`config.mk`:
```
export PLATFORM = sky130hd
export DESIGN_NAME = spi_master
export DESIGN_NICKNAME = d
export VERILOG_FILES = /design/src/rtl/spi_pkg.sv /design/src/rtl/spi_master.sv
export SDC_FILE = /design/constraint.sdc
export NUM_CORES = 1
export LEC_CHECK = 0
export CORE_MARGIN = 8
export CORE_UTILIZATION = 41
export DETAILED_ROUTE_END_ITERATION = 8
export GPL_ROUTABILITY_DRIVEN = 0
export HOLD_SLACK_MARGIN = 0.08
export PLACE_DENSITY = 0.72
export SLEW_MARGIN = 5
export SYNTH_ARGS = -nofsm -noshare
export SYNTH_HDL_FRONTEND = slang
export SYNTH_SLANG_ARGS = --single-unit
```
`constraint.sdc`:
```
create_clock -name clk -period 2.4 [get_ports clk]
set_clock_uncertainty 0.1 [all_clocks]
set_input_delay 0.48 -clock clk [delete_from_list [all_inputs] [get_ports clk]]
set_output_delay 0.48 -clock clk [all_outputs]
set_load 0.005 [all_outputs]
```
`src/rtl/spi_pkg.sv`:
```
// Shared definitions for the SPI master: FSM state encoding and SPI mode constants.
package spi_pkg;

    typedef logic [2:0] spi_state_t;

    localparam spi_state_t ST_IDLE   = 3'd0;
    localparam spi_state_t ST_SETUP  = 3'd1;
    localparam spi_state_t ST_SCK_LO = 3'd2;
    localparam spi_state_t ST_SCK_HI = 3'd3;
    localparam spi_state_t ST_HOLD   = 3'd4;

    // Mode 0 only: clock idles low, data sampled on the rising edge.
    localparam logic [1:0] SPI_MODE = 2'd0;
    localparam logic       SPI_CPOL = SPI_MODE[1];

endpackage

```
`src/rtl/spi_master.sv`:
```
// Byte-oriented SPI master (mode 0) with multi-byte frames held open by tx_last=0.
//
// state     | meaning
// ----------+-------------------------------------------------------------
// IDLE      | waiting for a byte; ss_n stays low inside an open frame
// SETUP     | ss_n just asserted, first bit on mosi, one half-period
// SCK_LO    | sck low half-period, current bit on mosi
// SCK_HI    | sck high half-period, miso captured on entry
// HOLD      | ss_n held low one half-period after the final byte
module spi_master
    import spi_pkg::*;
#(
    parameter int CLK_DIV = 4
) (
    input  logic       clk,
    input  logic       nRst,
    input  logic       en,
    input  logic [7:0] tx_data,
    input  logic       tx_valid,
    input  logic       tx_last,
    output logic       tx_ready,
    output logic [7:0] rx_data,
    output logic       rx_valid,
    output logic       busy,
    output logic       sck,
    output logic       ss_n,
    output logic       mosi,
    input  logic       miso
);

    localparam logic [7:0] DIV_M1 = 8'(CLK_DIV - 1);

    spi_state_t state;
    logic [7:0] cnt;
    logic [2:0] bit_cnt;
    logic [6:0] tx_sr;
    logic [7:0] rx_sr;
    logic       last_q;

    assign tx_ready = (state == ST_IDLE) && en;
    assign busy     = (state != ST_IDLE);

    always_ff @(posedge clk or negedge nRst) begin
        if (!nRst) begin
            state    <= ST_IDLE;
            cnt      <= 8'd0;
            bit_cnt  <= 3'd0;
            tx_sr    <= 7'd0;
            rx_sr    <= 8'd0;
            last_q   <= 1'b0;
            rx_data  <= 8'd0;
            rx_valid <= 1'b0;
            sck      <= SPI_CPOL;
            ss_n     <= 1'b1;
            mosi     <= 1'b0;
        end else begin
            rx_valid <= 1'b0;
            case (state)
                ST_IDLE: begin
                    if (tx_valid && tx_ready) begin
                        tx_sr   <= tx_data[6:0];
                        mosi    <= tx_data[7];
                        last_q  <= tx_last;
                        bit_cnt <= 3'd7;
                        cnt     <= DIV_M1;
                        ss_n    <= 1'b0;
                        // An open frame skips the select setup time.
                        state   <= ss_n ? ST_SETUP : ST_SCK_LO;
                    end
                end
                ST_SETUP, ST_SCK_LO: begin
                    if (cnt == 8'd0) begin
                        state <= ST_SCK_HI;
                        sck   <= ~SPI_CPOL;
                        rx_sr <= {rx_sr[6:0], miso};
                        cnt   <= DIV_M1;
                    end else begin
                        cnt <= cnt - 8'd1;
                    end
                end
                ST_SCK_HI: begin
                    if (cnt == 8'd0) begin
                        sck <= SPI_CPOL;
                        cnt <= DIV_M1;
                        if (bit_cnt != 3'd0) begin
                            bit_cnt <= bit_cnt - 3'd1;
                            mosi    <= tx_sr[6];
                            tx_sr   <= {tx_sr[5:0], 1'b0};
                            state   <= ST_SCK_LO;
                        end else begin
                            rx_data  <= rx_sr;
                            rx_valid <= 1'b1;
                            state    <= last_q ? ST_HOLD : ST_IDLE;
                        end
                    end else begin
                        cnt <= cnt - 8'd1;
                    end
                end
                ST_HOLD: begin
                    if (cnt == 8'd0) begin
                        ss_n  <= 1'b1;
                        state <= ST_IDLE;
                    end else begin
                        cnt <= cnt - 8'd1;
                    end
                end
                default: state <= ST_IDLE;
            endcase
        end
    end

endmodule

```
Yosys cells after proc, flatten, opt, wreduce, memory -nomap -nowiden
Index checks and enable logic that the tools add are counted.

word-level totals
  bits in registers = 42
  input port bits = 14
  output and inout bits = 14
  logic and storage cells = 76

operators by class
  add/subtract/negate cells = 2
  eq/ne operators = 10
  mux-type cells = 32
  bitwise logic cells = 1
  reductions and logical operators = 20

operator list
  cell                                                  count
  2-to-1 mux 3 bit                                      9
  2-to-1 mux 8 bit                                      3
  one-hot mux 8 bit (3 select lines)                    1
  2-to-1 mux 7 bit                                      3
  one-hot mux 7 bit (2 select lines)                    1
  one-hot mux 3 bit (4 select lines)                    1
  AND reduction 3 bit                                   4
  inequality test 2 bit (second input constant)         5
  2-to-1 mux 1 bit                                      9
  nonzero test 3 bit                                    3
  logical NOT 8 bit                                     1
  AND reduction 4 bit                                   2
  subtractor 8 x 1 -> 8 bit (second input constant)     1
  equality test 3 x 2 -> 1 bit (second input constant)  2
  one-hot mux 1 bit (2 select lines)                    3
  one-hot mux 3 bit (2 select lines)                    1
  nonzero test 2 bit                                    3
  AND reduction 2 bit                                   2
  equality test 3 x 1 -> 1 bit (second input constant)  1
  equality test 3 bit (second input constant)           1
  logical NOT 3 bit                                     1
  OR reduction 3 bit                                    1
  subtractor 3 x 1 -> 3 bit (second input constant)     1
  logical AND 1 bit                                     2
  4 further kinds                                       4

Longest topological paths before layout
Gate-level depths: netlist of the first run.

  depth after elaboration = 5
  gate-level depth with buffers = 7
  mapped depth without buffers = 7

Worst setup path before layout of the first run
No wires, ideal clock.

  path kind = register to register
  start point = register cnt[1]
  end point = register tx_sr[2]
  setup time = 124 ps
  data arrival time = 1884 ps
  data required time = 2176 ps
  setup slack = 292 ps
  stages on the path, launching flop included = 8
  path buffers = 1
  period minus slack after synthesis = 2108 ps
  cells stage by stage = dfrtp_1 -> inv_1 -> ha_1 -> or4b_1 -> or4_4 -> buf_2 -> o22ai_1 -> a21oi_2

on the way
  cells in the longest elaborated chain, start to end = 3

ends and longest elaborated chain
  element                                 line               source
  from (decl)                             spi_master.sv:34   logic [7:0] cnt;
  from (signal assigned)                  spi_master.sv:78   cnt <= cnt - 8'd1;
  from (signal assigned)                  spi_master.sv:96   cnt <= cnt - 8'd1;
  from (signal assigned)                  spi_master.sv:104  cnt <= cnt - 8'd1;
  logical NOT 8 bit                       spi_master.sv:82   if (cnt == 8'd0) begin
  inequality test 2 bit (no source line)  --
  AND reduction 4 bit (no source line)    --
  to (signal assigned)                    spi_master.sv:61   tx_sr <= tx_data[6:0];
  to (signal assigned)                    spi_master.sv:88   tx_sr <= {tx_sr[5:0], 1'b0};
  to (decl)                               spi_master.sv:36   logic [6:0] tx_sr;

Every way passes these cells.
A chain may end at the register's enable or synchronous reset.

Final worst setup path of the first run
  start point = register cnt[1]
  end point = register bit_cnt[2]

on the way
  cells in the longest elaborated chain, start to end = 3

ends and longest elaborated chain
  element                                 line              source
  logical NOT 8 bit                       spi_master.sv:82
  inequality test 2 bit (no source line)  --
  AND reduction 4 bit (no source line)    --
  to (signal assigned)                    spi_master.sv:86  bit_cnt <= bit_cnt - 3'd1;
  to (decl)                               spi_master.sv:35  logic [2:0] bit_cnt;

Every way passes these cells.

==> results of run 1 <==
[report_power, final]
| group | switching [mW] | internal (mW) |
|---|---|---|
| clock | 0.245 | 0.312 |
| sequential | 0.196 | 0.926 |
| combinational | 0.403 | 0.424 |
| total | 0.843 | 1.66 |
[synthesized netlist by cell type (2+ instances only)]
master | number | area (µm²)
a211oi_1 | 2 | 15.0
mux2i_1 | 2 | 20.0
nand3_1 | 5 | 25.0
buf_6 | 2 | 22.5
o21ai_0 | 7 | 35.0
nor3b_1 | 4 | 30.0
xnor2_1 | 2 | 17.5
a31oi_1 | 5 | 31.3
nand2b_1 | 2 | 12.5
mux2_2 | 19 | 214
a21oi_1 | 6 | 30.0
nor2b_1 | 3 | 18.8
a311oi_1 | 2 | 17.5
inv_1 | 19 | 71.3
ha_1 | 4 | 50.1
nor3_1 | 5 | 25.0
a21o_1 | 2 | 15.0
or4_4 | 2 | 22.5
o22ai_1 | 9 | 56.3
dfrtp_1 | 41 | 1030
a21oi_2 | 9 | 78.8
clkbuf_1 | 3 | 11.3
buf_2 | 3 | 15.0
nand2_1 | 8 | 30.0
nand4_1 | 2 | 12.5
nor2_1 | 6 | 22.5
[worst max-delay path, delay by kind of cell, from the launching register on]
kind                       cells  cell delay, ps
and+or+nand+nor                4            1400
DFF                            1             420
adders and majority gates      1             180
buffers and inverters          1             120
[routing by layer]
metal  up-vias  GRT usage
met3         4     0.0340
li1        757          -
met4         0     0.0406
met1       750      0.153
met5         -          0
met2        27      0.205
[stage by stage]
| stage | std cells | hold slack (ps) | instance area [µm²] | worst slack (ps) | power (mW) |
|---|---|---|---|---|---|
| 2_1_floorplan | 191 | 84.4 | 2080 | 292 | 1.67 |
| 3_3_place_gp | 292 | 375 | 2470 | 204 | 1.91 |
| 3_5_place_dp | 292 | 385 | 2470 | 139 | 1.95 |
| 4_1_cts | 300 | 169 | 2590 | 112 | 2.52 |
| 5_1_grt | 300 | 189 | 2590 | 5.97 | 2.69 |
| 6_report | 300 | 138 | 2590 | 120 | 2.50 |
[cell type report]
type,count,share of cell area
flip-flops and latches,42,0.407
clock buffers,5,0.0266
clock inverters,3,0.0169
well taps,70,0.0339
multi-input cells,122,0.351
inverters,19,0.0276
repair buffers,39,0.137
[cells by family after synthesis]
| kind of cell | share of synthesized area |
|---|---|
| AOI/OAI and AO/OA | 0.163 |
| xor gates and xnor gates | 0.0126 |
| adders and majority gates | 0.0241 |
| buffers and inverters | 0.0578 |
| DFF | 0.506 |
| muxes | 0.113 |
| and+or+nand+nor | 0.124 |
[registers in the layout (all words and copies together) (netlist names), 3 cells and up]
register  count
rx_sr         8
cnt           8
state         3
tx_sr         7
bit_cnt       3
rx_data       8
[worst max path at each step]
stage	end	slack (ps)	cells after the start
after global placement	bit_cnt[2]$_DFFE_PN0P_	200	6
after CTS	bit_cnt[2]$_DFFE_PN0P_	110	6
after floorplan	tx_sr[2]$_DFFE_PN0P_	290	7
after detailed placement	bit_cnt[2]$_DFFE_PN0P_	140	6
final	bit_cnt[2]$_DFFE_PN0P_	120	6
after global routing	bit_cnt[2]$_DFFE_PN0P_	6	6
==> flow_summary.toml, run 1 <==
[status]
status = "finished, final reports clean"

[worst_setup_path]
reg2reg_slack_ps = 120
cp-start-kind = "register"
ff2ff_path_depth = 6
cp_cell_sequence = "inv_1 > ha_1 > or4b_1 > or4_4 > or3_1 > nand3_1"
cp_data_arrival_time_ps = 2400
slowest_delay_ps = 520
cp-end-kind = "register"
cpMaxStageDelayCell = "or4_4"
reg2reg_from = "cnt[1]$_DFFE_PN0P_"
critPathKind = "reg -> reg"
r2r-end = "bit_cnt[2]$_DFFE_PN0P_"
worstSetupStartpoint = "cnt[1]$_DFFE_PN0P_"
required_ps = 2520
critPathMaxFanout = 14

[clock_network]
clockBufferDepth = 2
cts_sinks = 42
cts_root_buffer = "clkbuf_8"
postCtsResizedCells = 0
numCtsBuffers = 5
cts_setup_buffers = 0
cts_max_level = 2
clkLatencyLatePin_ps = 290
hold_buffers = 0
clk_pin_slew_ps = 80
cts_tree = "yes"

[detailed_routing]
wl_mm = 4.35
dr.max_layer_used = "met4"
drt_first_pass_iters = 4
wl_met3_um = 168
drt-wirelength-per-cell_um = 14.5
m1WireLength_mm = 1.96
vias_per_cell = 5.13
met2_length_mm = 2.18
drc = 0
ant_nets = 0
vias = 1538
drt-initial-drc-count = 120

[synth]
synth_cell_types = 43
synthCells = 191
yosys_warnings = 0
syn_area_um2 = 2080
ys_seq_area_frac = 0.506
ys_ff_latch = 42
synth-main-ff-cell = "dfrtp_1"
ys_async_sr_fraction = 1.00
syn_nets = 209
synth_edf_count = 0
syn_area_per_cell_um2 = 10.9

[sta]
period_needed_ps = 2280
fmax_mhz = 439
worst_slew_pin_slew_ps = 513
final-hold-violation-count = 0
rsz0062_at_grt = "false"
period_share = 0.950
drv_slew = 0
setup_violations = 0
maxSlewHeadroom = 0.658
fin_tns_setup_ps = 0

[global_routing]
antenna_found_initial = 0
globalRouteTotalUtil = 0.125
grt_pass1_wl_mm = 7.60
grt_pass1_vias = 1561
grt_overflow_total = 0
grt_max_degree = 43

[finish]
layout_commonest_cell = "dfrtp_1"
nets = 247
fillers = 469
syn_to_final_growth_pct = 24.4
final_cell_mix = "dfrtp_1 (41), clkdlybuf4s50_1 (26), inv_1 (19), mux2_2 (19), buf_4 (12)"
seqCellArea_um2 = 1050
diodes = 0
final_util = 0.516
final_layout_size_suffix_gt1_frac = 0.243
multiInputGateArea_um2 = 907

[run]
maxCapViolations = 0

[die]
core_area_um2 = 5010
fp.dieW_um = 87.2
rows = 26
start_util = 0.415
die_h_um = 87.2
io_pins = 28
die-area_um2 = 7610

[min_path]
hold_class = "in -> async"

[pwr]
leakage_nw = 1.17
peakVddDrop_mv = 0.579
powerDensity_nw_per_um2 = 968

[placed_design]
io_buffers = 27
dp_hpwl_mm = 3.14
(Power assumes the default switching activity.)
==> inputs of run 2 (changes only) <==
--- a/config.mk
+++ b/config.mk
@@ -5,7 +5,7 @@
 export SDC_FILE = /design/constraint.sdc
 export NUM_CORES = 1
 export LEC_CHECK = 0
-export CORE_MARGIN = 8
+export CORE_MARGIN = 1.5
 export CORE_UTILIZATION = 41
 export DETAILED_ROUTE_END_ITERATION = 8
 export GPL_ROUTABILITY_DRIVEN = 0
==> constraint.sdc (replaced) <==
create_clock -name clk -period 2.7 [get_ports clk]
set_clock_uncertainty 0.1 [all_clocks]
set_input_delay 0.54 -clock clk [delete_from_list [all_inputs] [get_ports clk]]
set_output_delay 0.54 -clock clk [all_outputs]
set_load 0.005 [all_outputs]
==> run 2 against run 1 <==
Effect of this change:
- global-route usage rose by 4.4 points
- via count rose by 0.78%
- largest cell class unchanged
- power fell by 15%
- critical endpoint is now tx_ready
- count of clock-buffer cells in the layout did not move
- worst hold slack improved by 130 ps
- non-clock buffer count fell by 5
- highest routed layer unchanged
- largest power group unchanged
- critical path type is now reg -> out
==> flow_summary.toml, run 2 (same netlist as run 1, synthesis figures left out) <==
[status]
status = "finished, final reports clean"

[global_routing]
grt_pass1_vias = 1546
grt_max_degree = 43
globalRouteTotalUtil = 0.169
grt_overflow_total = 0
grt_pass1_wl_mm = 7.08
antenna_found_initial = 0

[detailed_routing]
vias = 1550
ant_nets = 0
drt-wirelength-per-cell_um = 13.8
vias_per_cell = 5.31
drt_first_pass_iters = 4
drt-initial-drc-count = 116
drc = 0
wl_mm = 4.02

[sta]
maxSlewHeadroom = 0.385
final.setup.worst_slack_ps = 300
rsz0062_at_grt = "false"
fmax_mhz = 417
final-hold-violation-count = 0
worst_slew_pin_slew_ps = 922
setup_violations = 0
period_needed_ps = 2400
drv_slew = 0
period_share = 0.889
fin_tns_setup_ps = 0

[finish]
final_layout_size_suffix_gt1_frac = 0.227
reg_top3 = "cnt x8, rx_data x8, rx_sr x8"
nets = 242
layout_commonest_cell = "dfrtp_1"
final_cells = 292
final_cell_mix = "dfrtp_1 (41), clkdlybuf4s50_1 (26), inv_1 (19), mux2_2 (19)"
diodes = 0
syn_to_final_growth_pct = 21.4

[placed_design]
dp_hpwl_mm = 2.80
io_buffers = 27
dp_slack_ps = 327
placed_cells = 284

[die]
die-area_um2 = 5510
io_pins = 28
core_area_um2 = 4820
fp.dieW_um = 74.2
start_util = 0.432
die_h_um = 74.2
rows = 25

[clock_network]
cts_tree = "yes"
cts_max_level = 2
cts_sinks = 42
cts_setup_buffers = 0
postCtsResizedCells = 0
clockBufferDepth = 2
clkLatencyLatePin_ps = 300
cts_root_buffer = "clkbuf_8"
clk_pin_slew_ps = 90
hold_buffers = 0
numCtsBuffers = 5

[pwr]
powerDensity_nw_per_um2 = 839
peakVddDrop_mv = 0.370
leakage_nw = 1.13

[run]
maxCapViolations = 0

[min_path]
hold_class = "in -> async"

[worst_setup_path]
cp-start-kind = "register"
critPathKind = "reg -> out"
cp_data_arrival_time_ps = 1760
critPathMaxFanout = 9
cp-end-kind = "output port"
required_ps = 2060
## run 2: cell count changes in the layout (fill, tap and decap cells not counted), sizes merged
cell | previous run | this run
bufinv | 1 | 0
buf | 13 | 8
clkinvlp | 0 | 2
clkinv | 1 | 0
## run 2: critical path, stage by stage, from the launching register on
cell,delay (ps)
dfrtp_1,490
nor3_1,320
and2_1,170
clkdlybuf4s50_1,490
## run 2: final cells by class
type,instances,area [µm²]
fill,443,2290
timing repair buffer,34,318
multi-input combinational,122,907
sequential,42,1050
tap,67,83.8
clock buffer,5,68.8
inverter,19,71.3
clock inverter,3,23.8
## run 2: power by group
group / internal [mW] / total, mW / switching (mW) / leakage (nW)
Sequential: 0.822 / 1.00 / 0.179 / 0.521
Combinational: 0.365 / 0.694 / 0.329 / 0.566
Clock: 0.185 / 0.423 / 0.238 / 0.0408
Total: 1.37 / 2.12 / 0.747 / 1.13
## run 2: stage by stage
step	total power, mW	cell area [µm²]	utilization	hold slack (ps)
after floorplan	1.49	2080	-	144
after global placement	1.68	2430	0.505	380
after detailed placement	1.70	2430	0.505	387
after CTS	2.14	2520	0.524	311
after global routing	2.28	2520	0.524	351
final	2.12	2520	0.524	272
## run 2: worst paths after layout
| path | startpoint | to | slack, ps | cells past startpoint |
|---|---|---|---|---|
| worst min register to register | last_q$_DFFE_PN0P_ | state[2]$_DFFE_PN0P_ | 410 | 1 |
| worst min-delay path | nRst | bit_cnt[0]$_DFFE_PN0P_ | 270 | 1 |
| max in group asynchronous | nRst | state[2]$_DFFE_PN0P_ | 1660 | 1 |
| worst max-delay path | state[0]$_DFFE_PN0P_ | tx_ready | 300 | 3 |
| min in group clk | last_q$_DFFE_PN0P_ | state[2]$_DFFE_PN0P_ | 410 | 1 |
| worst max register to register | cnt[1]$_DFFE_PN0P_ | bit_cnt[2]$_DFFE_PN0P_ | 430 | 6 |
## run 2: metal layers
layer  vias to the layer above  global-route usage  wire [µm]
met5                         -                   0          0
met4                         0              0.0646         56
met3                         6              0.0447        220
met2                        43               0.270       1900
met1                       743               0.221       1840
li1                        758                   -          -
==> inputs of run 3 (changes only) <==
--- a/config.mk
+++ b/config.mk
@@ -11,6 +11,7 @@
 export GPL_ROUTABILITY_DRIVEN = 0
 export HOLD_SLACK_MARGIN = 0.08
 export PLACE_DENSITY = 0.72
+export SETUP_SLACK_MARGIN = 0.05
 export SLEW_MARGIN = 5
 export SYNTH_ARGS = -nofsm -noshare
 export SYNTH_HDL_FRONTEND = slang
==> results of run 3 <==
Same layout as run 2: the final DEF is identical, and so are final timing and power.
